[src/rtl/uart_alu_sequencer_if.sv]
// rtl/uart_alu_sequencer_if.sv - RX/TX FIFO and ALU signal bundle for the command sequencer
interface uart_alu_sequencer_if #(
    parameter int DATA_W = 8,
    parameter int OP_W   = 6
);
    logic [7:0]        i_rx_data;
    logic              i_rx_empty;
    logic              o_rd;
    logic              i_tx_full;
    logic              o_wr;
    logic [7:0]        o_tx_data;
    logic [DATA_W-1:0] i_result;
    logic [DATA_W-1:0] o_op_a;
    logic [DATA_W-1:0] o_op_b;
    logic [OP_W-1:0]   o_op_code;
    logic              o_busy;
    logic              o_frame_err;

    modport master (
        input  i_rx_data, i_rx_empty, i_tx_full, i_result,
        output o_rd, o_wr, o_tx_data, o_op_a, o_op_b, o_op_code, o_busy, o_frame_err
    );

    modport slave (
        output i_rx_data, i_rx_empty, i_tx_full, i_result,
        input  o_rd, o_wr, o_tx_data, o_op_a, o_op_b, o_op_code, o_busy, o_frame_err
    );
endinterface

[src/rtl/uart_alu_sequencer.sv]
// rtl/uart_alu_sequencer.sv - assembles multi-byte ALU operands from RX, commits them, streams the result to TX
module uart_alu_sequencer #(
    parameter int DATA_W  = 8,
    parameter int OP_W    = 6,
    parameter int TIMEOUT = 50000
) (
    input  logic clk,
    input  logic reset,
    uart_alu_sequencer_if.master bus
);
    localparam int NBYTES = DATA_W / 8;
    localparam int BCW    = (NBYTES > 1) ? $clog2(NBYTES) : 1;
    localparam int TCW    = (TIMEOUT > 1) ? $clog2(TIMEOUT) : 1;
    localparam logic [BCW-1:0] LAST_BYTE = BCW'(NBYTES - 1);
    localparam logic [TCW-1:0] TO_LAST   = (TIMEOUT > 0) ? TCW'(TIMEOUT - 1) : '0;

    typedef enum logic [2:0] {RX_A, RX_B, RX_OP, CALC, TX} state_t;

    state_t            state;
    logic [BCW-1:0]    bcnt;
    logic [TCW-1:0]    tcnt;
    logic [DATA_W-1:0] stage_a, stage_b, res_reg;
    logic [DATA_W-1:0] op_a, op_b;
    logic [OP_W-1:0]   op_code;
    logic              rd, wr, busy, frame_err;
    logic [7:0]        tx_data;
    logic              rx_state, last_byte, expire;

    assign rx_state  = (state == RX_A) || (state == RX_B) || (state == RX_OP);
    assign last_byte = (bcnt == LAST_BYTE);
    // A pop cycle (rd high) always beats expiry; an idle frame start (busy low) never expires.
    assign expire    = (TIMEOUT > 0) && rx_state && busy && !rd && (tcnt == TO_LAST);

    always_ff @(posedge clk or posedge reset) begin
        if (reset) begin
            state     <= RX_A;
            bcnt      <= '0;
            tcnt      <= '0;
            stage_a   <= '0;
            stage_b   <= '0;
            res_reg   <= '0;
            op_a      <= '0;
            op_b      <= '0;
            op_code   <= '0;
            rd        <= 1'b0;
            wr        <= 1'b0;
            busy      <= 1'b0;
            frame_err <= 1'b0;
            tx_data   <= 8'h00;
        end else begin
            frame_err <= 1'b0;
            case (state)
                RX_A, RX_B, RX_OP: begin
                    if (rd) begin
                        // Head byte is still valid during the pop cycle; the FIFO advances at this edge.
                        rd   <= 1'b0;
                        tcnt <= '0;
                        busy <= 1'b1;
                        if (state == RX_A) begin
                            stage_a[8*bcnt +: 8] <= bus.i_rx_data;
                            bcnt  <= last_byte ? '0 : bcnt + 1'b1;
                            state <= last_byte ? RX_B : RX_A;
                        end else if (state == RX_B) begin
                            stage_b[8*bcnt +: 8] <= bus.i_rx_data;
                            bcnt  <= last_byte ? '0 : bcnt + 1'b1;
                            state <= last_byte ? RX_OP : RX_B;
                        end else begin
                            op_a    <= stage_a;
                            op_b    <= stage_b;
                            op_code <= bus.i_rx_data[OP_W-1:0];
                            bcnt    <= '0;
                            state   <= CALC;
                        end
                    end else if (expire) begin
                        frame_err <= 1'b1;
                        state     <= RX_A;
                        bcnt      <= '0;
                        tcnt      <= '0;
                        busy      <= 1'b0;
                        stage_a   <= '0;
                        stage_b   <= '0;
                        rd        <= !bus.i_rx_empty;
                    end else begin
                        rd <= !bus.i_rx_empty;
                        if (busy && TIMEOUT > 0) tcnt <= tcnt + 1'b1;
                    end
                end
                CALC: begin
                    res_reg <= bus.i_result;
                    tx_data <= bus.i_result[7:0];
                    wr      <= !bus.i_tx_full;
                    bcnt    <= '0;
                    state   <= TX;
                end
                TX: begin
                    // A push is always followed by an idle cycle so i_tx_full reflects the previous push.
                    if (wr) begin
                        wr <= 1'b0;
                        if (last_byte) begin
                            state <= RX_A;
                            bcnt  <= '0;
                            tcnt  <= '0;
                            busy  <= 1'b0;
                        end else begin
                            bcnt    <= bcnt + 1'b1;
                            tx_data <= res_reg[8*(int'(bcnt) + 1) +: 8];
                        end
                    end else begin
                        wr <= !bus.i_tx_full;
                    end
                end
                default: state <= RX_A;
            endcase
        end
    end

    assign bus.o_rd        = rd;
    assign bus.o_wr        = wr;
    assign bus.o_tx_data   = tx_data;
    assign bus.o_op_a      = op_a;
    assign bus.o_op_b      = op_b;
    assign bus.o_op_code   = op_code;
    assign bus.o_busy      = busy;
    assign bus.o_frame_err = frame_err;
endmodule

[src/flat_wrapper.sv]
// flat-port wrapper written by rule: the top's interface ports become plain ports
module uart_alu_sequencer_flat 
#(
    parameter int DATA_W  = 8,
    parameter int OP_W    = 6,
    parameter int TIMEOUT = 50000
)
  (clk, reset, bus_i_rx_data, bus_i_rx_empty, bus_i_tx_full, bus_i_result, bus_o_rd, bus_o_wr, bus_o_tx_data, bus_o_op_a, bus_o_op_b, bus_o_op_code, bus_o_busy, bus_o_frame_err);
  uart_alu_sequencer_if #(.DATA_W(DATA_W), .OP_W(OP_W)) bus_i ();
  input  logic clk;
  input  logic reset;
  input wire logic [$bits(bus_i.i_rx_data)-1:0] bus_i_rx_data;
  input wire logic [$bits(bus_i.i_rx_empty)-1:0] bus_i_rx_empty;
  input wire logic [$bits(bus_i.i_tx_full)-1:0] bus_i_tx_full;
  input wire logic [$bits(bus_i.i_result)-1:0] bus_i_result;
  output wire logic [$bits(bus_i.o_rd)-1:0] bus_o_rd;
  output wire logic [$bits(bus_i.o_wr)-1:0] bus_o_wr;
  output wire logic [$bits(bus_i.o_tx_data)-1:0] bus_o_tx_data;
  output wire logic [$bits(bus_i.o_op_a)-1:0] bus_o_op_a;
  output wire logic [$bits(bus_i.o_op_b)-1:0] bus_o_op_b;
  output wire logic [$bits(bus_i.o_op_code)-1:0] bus_o_op_code;
  output wire logic [$bits(bus_i.o_busy)-1:0] bus_o_busy;
  output wire logic [$bits(bus_i.o_frame_err)-1:0] bus_o_frame_err;
  assign bus_i.i_rx_data = bus_i_rx_data;
  assign bus_i.i_rx_empty = bus_i_rx_empty;
  assign bus_i.i_tx_full = bus_i_tx_full;
  assign bus_i.i_result = bus_i_result;
  assign bus_o_rd = bus_i.o_rd;
  assign bus_o_wr = bus_i.o_wr;
  assign bus_o_tx_data = bus_i.o_tx_data;
  assign bus_o_op_a = bus_i.o_op_a;
  assign bus_o_op_b = bus_i.o_op_b;
  assign bus_o_op_code = bus_i.o_op_code;
  assign bus_o_busy = bus_i.o_busy;
  assign bus_o_frame_err = bus_i.o_frame_err;
  uart_alu_sequencer #(.DATA_W(DATA_W), .OP_W(OP_W), .TIMEOUT(TIMEOUT)) u_core (.clk(clk), .reset(reset), .bus(bus_i));
endmodule
[config.mk]
export PLATFORM = sky130hd
export DESIGN_NAME = uart_alu_sequencer_flat
export DESIGN_NICKNAME = d
export VERILOG_FILES = /design/src/rtl/uart_alu_sequencer_if.sv /design/src/rtl/uart_alu_sequencer.sv /design/src/flat_wrapper.sv
export SDC_FILE = /design/constraint.sdc
export NUM_CORES = 1
export LEC_CHECK = 0
export BUFFER_PORTS_ARGS = -buffer_cell sky130_fd_sc_hd__clkbuf_2
export CAP_MARGIN = 15
export CORE_ASPECT_RATIO = 1.4
export CORE_MARGIN = 3
export CORE_UTILIZATION = 55
export CTS_BUF_LIST = sky130_fd_sc_hd__clkbuf_8 sky130_fd_sc_hd__clkbuf_16
export DETAILED_ROUTE_END_ITERATION = 10
export HOLD_SLACK_MARGIN = 0.05
export PLACE_DENSITY = 0.84
export SLEW_MARGIN = 40
export SYNTH_ARGS = -nofsm -noshare
export SYNTH_HDL_FRONTEND = slang
export SYNTH_SLANG_ARGS = --single-unit
[constraint.sdc]
create_clock -name clk -period 5 [get_ports clk]
set_clock_uncertainty 0.1 [all_clocks]
set_input_delay 0.25 -clock clk [delete_from_list [all_inputs] [get_ports clk]]
set_output_delay 0.25 -clock clk [all_outputs]
set_load 0.02 [all_outputs]
; Yosys cells after proc, flatten, opt, wreduce, memory -nomap -nowiden
; Index checks and enable logic that the tools add are counted.
; W data, S select, Z words.
[totals]
register_bits = 78
in_bits = 20
wordCells = 101
output_inout_bits = 34
[classes]
n_eq_ne = 13
n_reduce_logical = 22
bitwise_logic = 2
n_addsub = 4
muxes = 43
shift = 3
[ops]
columns = cell, count
row1 = $mux W16, 5
row2 = $mux W8, 8
row3 = $neg A4 Y34, 1
row4 = $shift A8 B34 Y8 const A, 1
row5 = $shiftx A8 B34 Y8, 1
row6 = $pmux W16 S2, 1
row7 = $shiftx A8 B32 Y8, 1
row8 = $mux W3, 6
row9 = $add A16 B1 Y16 const B, 1
row10 = $bwmux W8, 2
row11 = $eq A16 B16 Y1 const B, 1
row12 = $pmux W8 S2, 1
row13 = $reduce_and A4 Y1, 4
row14 = $mux W1, 15
row15 = $reduce_and A3 Y1, 4
row16 = $pmux W3 S3, 1
row17 = $ne A2 B2 Y1 const B, 4
row18 = $eq A3 B2 Y1 const B, 2
row19 = $reduce_bool A2 Y1, 3
row20 = $ne A2 B1 Y1 const B, 2
row21 = $ne A4 B1 Y1 const B, 1
row22 = $pmux W1 S2, 2
row23 = $eq A3 B1 Y1 const B, 1
row24 = $eq A3 B3 Y1 const B, 1
row25 = other kinds (12), 18

; Depth between registers and ports, before layout
[depth]
depth_word = 9
depth_mapped = 7
ltp_nobuf = 5

; Worst setup path after synthesis
; OpenSTA, ideal clock, no wires.
[synth_path]
path_type = reg2reg
start = register u_core.rd (netlist: u_core.bus.o_rd)
end = register u_core.tcnt[9]
arrival_ns = 1.605
path_buffers = 1
required_time_ns = 4.820
setup_ns = 0.080
stages_incl_launch_ff = 6
slack_ns = 3.215
synth_period_minus_slack_ns = 1.785
path_cell_list = dfrtp_1 -> buf_2 -> inv_1 -> nand3_1 -> or4b_1 -> o211ai_2
[synth_between]
elab_chain_cells = 6
elab_cells_between_ends = 8
cone_classes = 1 x eq/ne / 3 x mux / 4 x reduce/logical
[synth_lines]
columns = element, line
row1 = "start, declared", uart_alu_sequencer.sv:25  ; logic rd, wr, busy, frame_err;
row2 = "start signal, assigned", uart_alu_sequencer.sv:82  ; rd <= !bus.i_rx_empty;
row3 = "start signal, assigned", uart_alu_sequencer.sv:84  ; rd <= !bus.i_rx_empty;
row4 = $logic_not A1 Y1, uart_alu_sequencer.sv:32  ; assign expire = (TIMEOUT > 0) && rx_state && busy && !rd && (tcnt == TO_LAST);
row5 = $logic_and A1 B1 Y1 (2 in a row), uart_alu_sequencer.sv:32
row6 = $mux W16, uart_alu_sequencer.sv:74  ; end else if (expire) begin
row7 = $mux W16, uart_alu_sequencer.sv:54  ; if (rd) begin
row8 = $pmux W16 S2, uart_alu_sequencer.sv:52  ; case (state)
row9 = "end signal, assigned", uart_alu_sequencer.sv:85  ; if (busy && TIMEOUT > 0) tcnt <= tcnt + 1'b1;
row10 = "end, declared", uart_alu_sequencer.sv:21  ; logic [TCW-1:0] tcnt;
; Parallel ways exist; a longest one is shown, timed or not.
; A chain may end at the register's enable or synchronous reset.

; Worst setup path in the final report
[layout_path]
start = register u_core.tcnt[0]
end = register u_core.tcnt[15]
[layout_between]
elab_chain_cells = 5
elab_cells_between_ends = 9
cone_classes = 1 x add/sub / 2 x eq/ne / 4 x mux / 2 x reduce/logical
[layout_lines]
columns = element, line
row1 = $add A16 B1 Y16 or $eq A16 B16 Y1 (tied branches), "uart_alu_sequencer.sv:85, uart_alu_sequencer.sv:32"
row2 = $mux W16 or $logic_and A1 B1 Y1 (tied branches), "uart_alu_sequencer.sv:85, uart_alu_sequencer.sv:32"
row3 = $mux W16, uart_alu_sequencer.sv:74
row4 = $mux W16, uart_alu_sequencer.sv:54
row5 = $pmux W16 S2, uart_alu_sequencer.sv:52
; Parallel ways exist; a longest one is shown, timed or not. The select of a mux whose other input is x is not followed.

==> metrics <==
status=completed; largest family of logic cells by synthesized area=multiplexers; core footprint=5690 um^2; pwr dens=591 nW/um^2; layout cells sized above 1=34.4%; CP required=approximately 5 ns; R2R depth=5; Initial DRC Count=just under 200; number of flops mapped to enable cells by yosys=0; R2R Path End=u_core.tcnt[15]; CTS tree=done; root buf cell=clkbuf_8; Final Cycle Share=49.5%; final net count=about 370; critical path launch point=u_core.tcnt[0]; Die X=71.6 um; WL/cell=16.7 um; Initial DRT Pass Iterations=4; Layout area overhead=17.6%; Mapped Area=3310 um^2; Compound-Gate Fraction of Synth Area=13.2%; DRC viols=0; vias per cell=5.90; worst-skew pair later-pin latency=0.33 ns; Longest Clk Path Bufs=2; clock sinks=69; I/O Buffers=53; yosys warns=3; post-route setup TNS=0 ns; vias in the first global route=2,505; Leak=1.67 nW; num rows=32; HPWL after detailed placement=~4700 um; Setup Crit Path Kind=register to register; setup slack, reg-to-reg=2.53 ns; initial antenna violation count=0; I/O pin count=54; post-synthesis adder-cell area fraction=less than 1%; largest net degree at the start of global routing=70; Seq/Total Area, Yosys=52.1%; gr ovfl total=0; endpoint class of the critical path=register; CTS H-Tree Depth=3; critical path launch point type=register; Final Core Density=just under 70%; vias=2,479; Die Y=97.8 um; CTS Buf Count=9; Max-Cap Viols=0; crit path to=u_core.tcnt[15]; Final Critical Period=2.47 ns; net count of the mapped netlist=314; Post-Synth XOR/XNOR Area=0%; die area=7000 um^2; filler cell count=412; Gate Count Post-Synth=293; peak supply drop=~400 uV; FF+latch count, synth=69; gp weighted congestion=around 0.85; asr flop ratio synth=100%; final setup fails=0; GRT Total Usage=21.2%; crit-path max FO=13; Tightest Pin Transition=between 0.7 and 0.8 ns; post-synthesis mux area share=15.1%; Primary FF master, synth=dfrtp_1; clk slew on worst S/H paths=0.08 ns; Avg Cell Area, Syn=11.3 um^2; slew margin rel.=between 40% and 50%; Worst EP arrival=2.56 ns; final hold vios=0; Resize count post-CTS=0; max frequency=between 0.4 and 0.5 GHz; unrepaired setup endpoints after global routing=false; worst flop-to-flop path startpoint=u_core.tcnt[0]; post-route ant nets=0; first-pass GRT wire length=~12,000 um; Worst Hold Class=primary input to register; Unique masters post-synth=48; diode count=0; Slew Viols, Final=0; Synth Area in Simple Gates=14.8%; drt total wl=7000 um; initial core utilization=58.3%
worst min-delay path by stage:
stage          cells after the start              from  slack [ns]                       to
2_1_floorplan                      2  bus_i_rx_data[5]        0.29        u_core.stage_a[5]
3_3_place_gp                       2   bus_i_result[6]        0.38  u_core.bus.o_tx_data[6]
3_5_place_dp                       2   bus_i_result[1]        0.39  u_core.bus.o_tx_data[1]
4_1_cts                            2   bus_i_result[6]        0.05  u_core.bus.o_tx_data[6]
5_1_grt                            2   bus_i_result[6]        0.06  u_core.bus.o_tx_data[6]
6_report                           2   bus_i_result[5]        0.06  u_core.bus.o_tx_data[5]
per-layer routing:
metal / global-route usage (%) / vias up / wire [um]
met3: 4.53 / 20 / 278
li1: - / 1184 / -
met1: 25.5 / 1210 / 2800
met4: 8.83 / 0 / 193
met2: 36.2 / 65 / 3720
met5: 0 / - / 0
through the flow:
stage,hold WS [ns],instances,total power [mW],area (um^2),setup WS (ns)
2_1_floorplan,0.287,293,1.54,3310,2.91
3_3_place_gp,0.382,396,1.76,3590,2.61
3_5_place_dp,0.386,398,1.80,3610,2.56
4_1_cts,0.0515,418,2.31,3870,2.52
5_1_grt,0.0557,420,2.45,3900,2.31
6_report,0.0592,420,2.30,3900,2.53
critical path, stage by stage (launching register included):
cell      delay [ns]
dfrtp_1         0.45
ha_1            0.25
nand3_1         0.35
nand4b_2        0.46
o21ai_2         0.51
o21ai_0         0.20
final cells by class:
cell class / count / area [um^2] / share of cell area (%)
multi-input combinational: 190 / 1450 / 37.3
sequential: 69 / 1730 / 44.3
clock buffer: 10 / 138 / 3.53
clock inverter: 6 / 87.6 / 2.25
timing repair buffer: 62 / 352 / 9.02
tap: 68 / 85.1 / 2.18
inverter: 15 / 56.3 / 1.45
flip-flops by register name, indices dropped and copies added (netlist names):
register and flops:
u_core.bus.o_frame_err 1, u_core.stage_b 8, u_core.bus.o_busy 1, u_core.bus.o_rd 1
u_core.state 3, u_core.bus.o_wr 1, u_core.bus.o_op_a 8, u_core.stage_a 8
u_core.bus.o_op_code 6, u_core.bus.o_op_b 8, u_core.tcnt 16, u_core.bus.o_tx_data 8
cells in the mapped netlist (3+ instances only):
cell type	n	area [um^2]
a21oi_1	3	15.0
a32oi_1	6	52.6
and4bb_2	3	37.5
buf_2	12	60.1
clkbuf_1	6	22.5
dfrtp_1	69	1730
inv_1	15	56.3
mux2_2	31	349
mux2i_1	15	150
nand2_1	23	86.3
nand2b_1	4	25.0
nand3_1	11	55.1
nand4_1	4	25.0
nor2_1	4	15.0
nor3_1	4	20.0
nor3b_1	3	22.5
nor4_1	6	37.5
o211ai_1	3	22.5
o21ai_0	25	125
o2bb2ai_1	6	52.6
o31ai_1	4	30.0
or2_2	3	18.8
or3_1	4	25.0
power breakdown:
group          switching (mW)  internal, mW  total, mW
sequential              0.184         0.753      0.937
clock                   0.211         0.293      0.505
combinational           0.511         0.350      0.861
total                   0.906          1.40       2.30
layout by cell type, fill, tap and decap left out, types with 6 or more instances in the layout:
master | synthesis | layout
nand3_1 | 11 | 11
dfrtp_1 | 69 | 69
clkbuf_8 | 0 | 10
mux2_2 | 31 | 31
clkbuf_2 | 0 | 53
dlygate4sd3_1 | 0 | 6
a32oi_1 | 6 | 6
nand2_1 | 23 | 23
inv_1 | 15 | 15
nor4_1 | 6 | 6
mux2i_1 | 15 | 15
o21ai_0 | 25 | 25
o2bb2ai_1 | 6 | 6
kinds of logic after synthesis:
logic type,after synthesis
muxes,46
buffers and inverters,34
and+or+nand+nor,80
DFF,69
AOI/OAI and AO/OA,63
adders and majority gates,1
timing repair:
action | 4_1_cts | 5_1_grt
buffers inserted | 0 | 0
hold buffers | 4 | 2
endpoints found under the hold margin | 4 | 70
(Power assumes the default switching activity.)
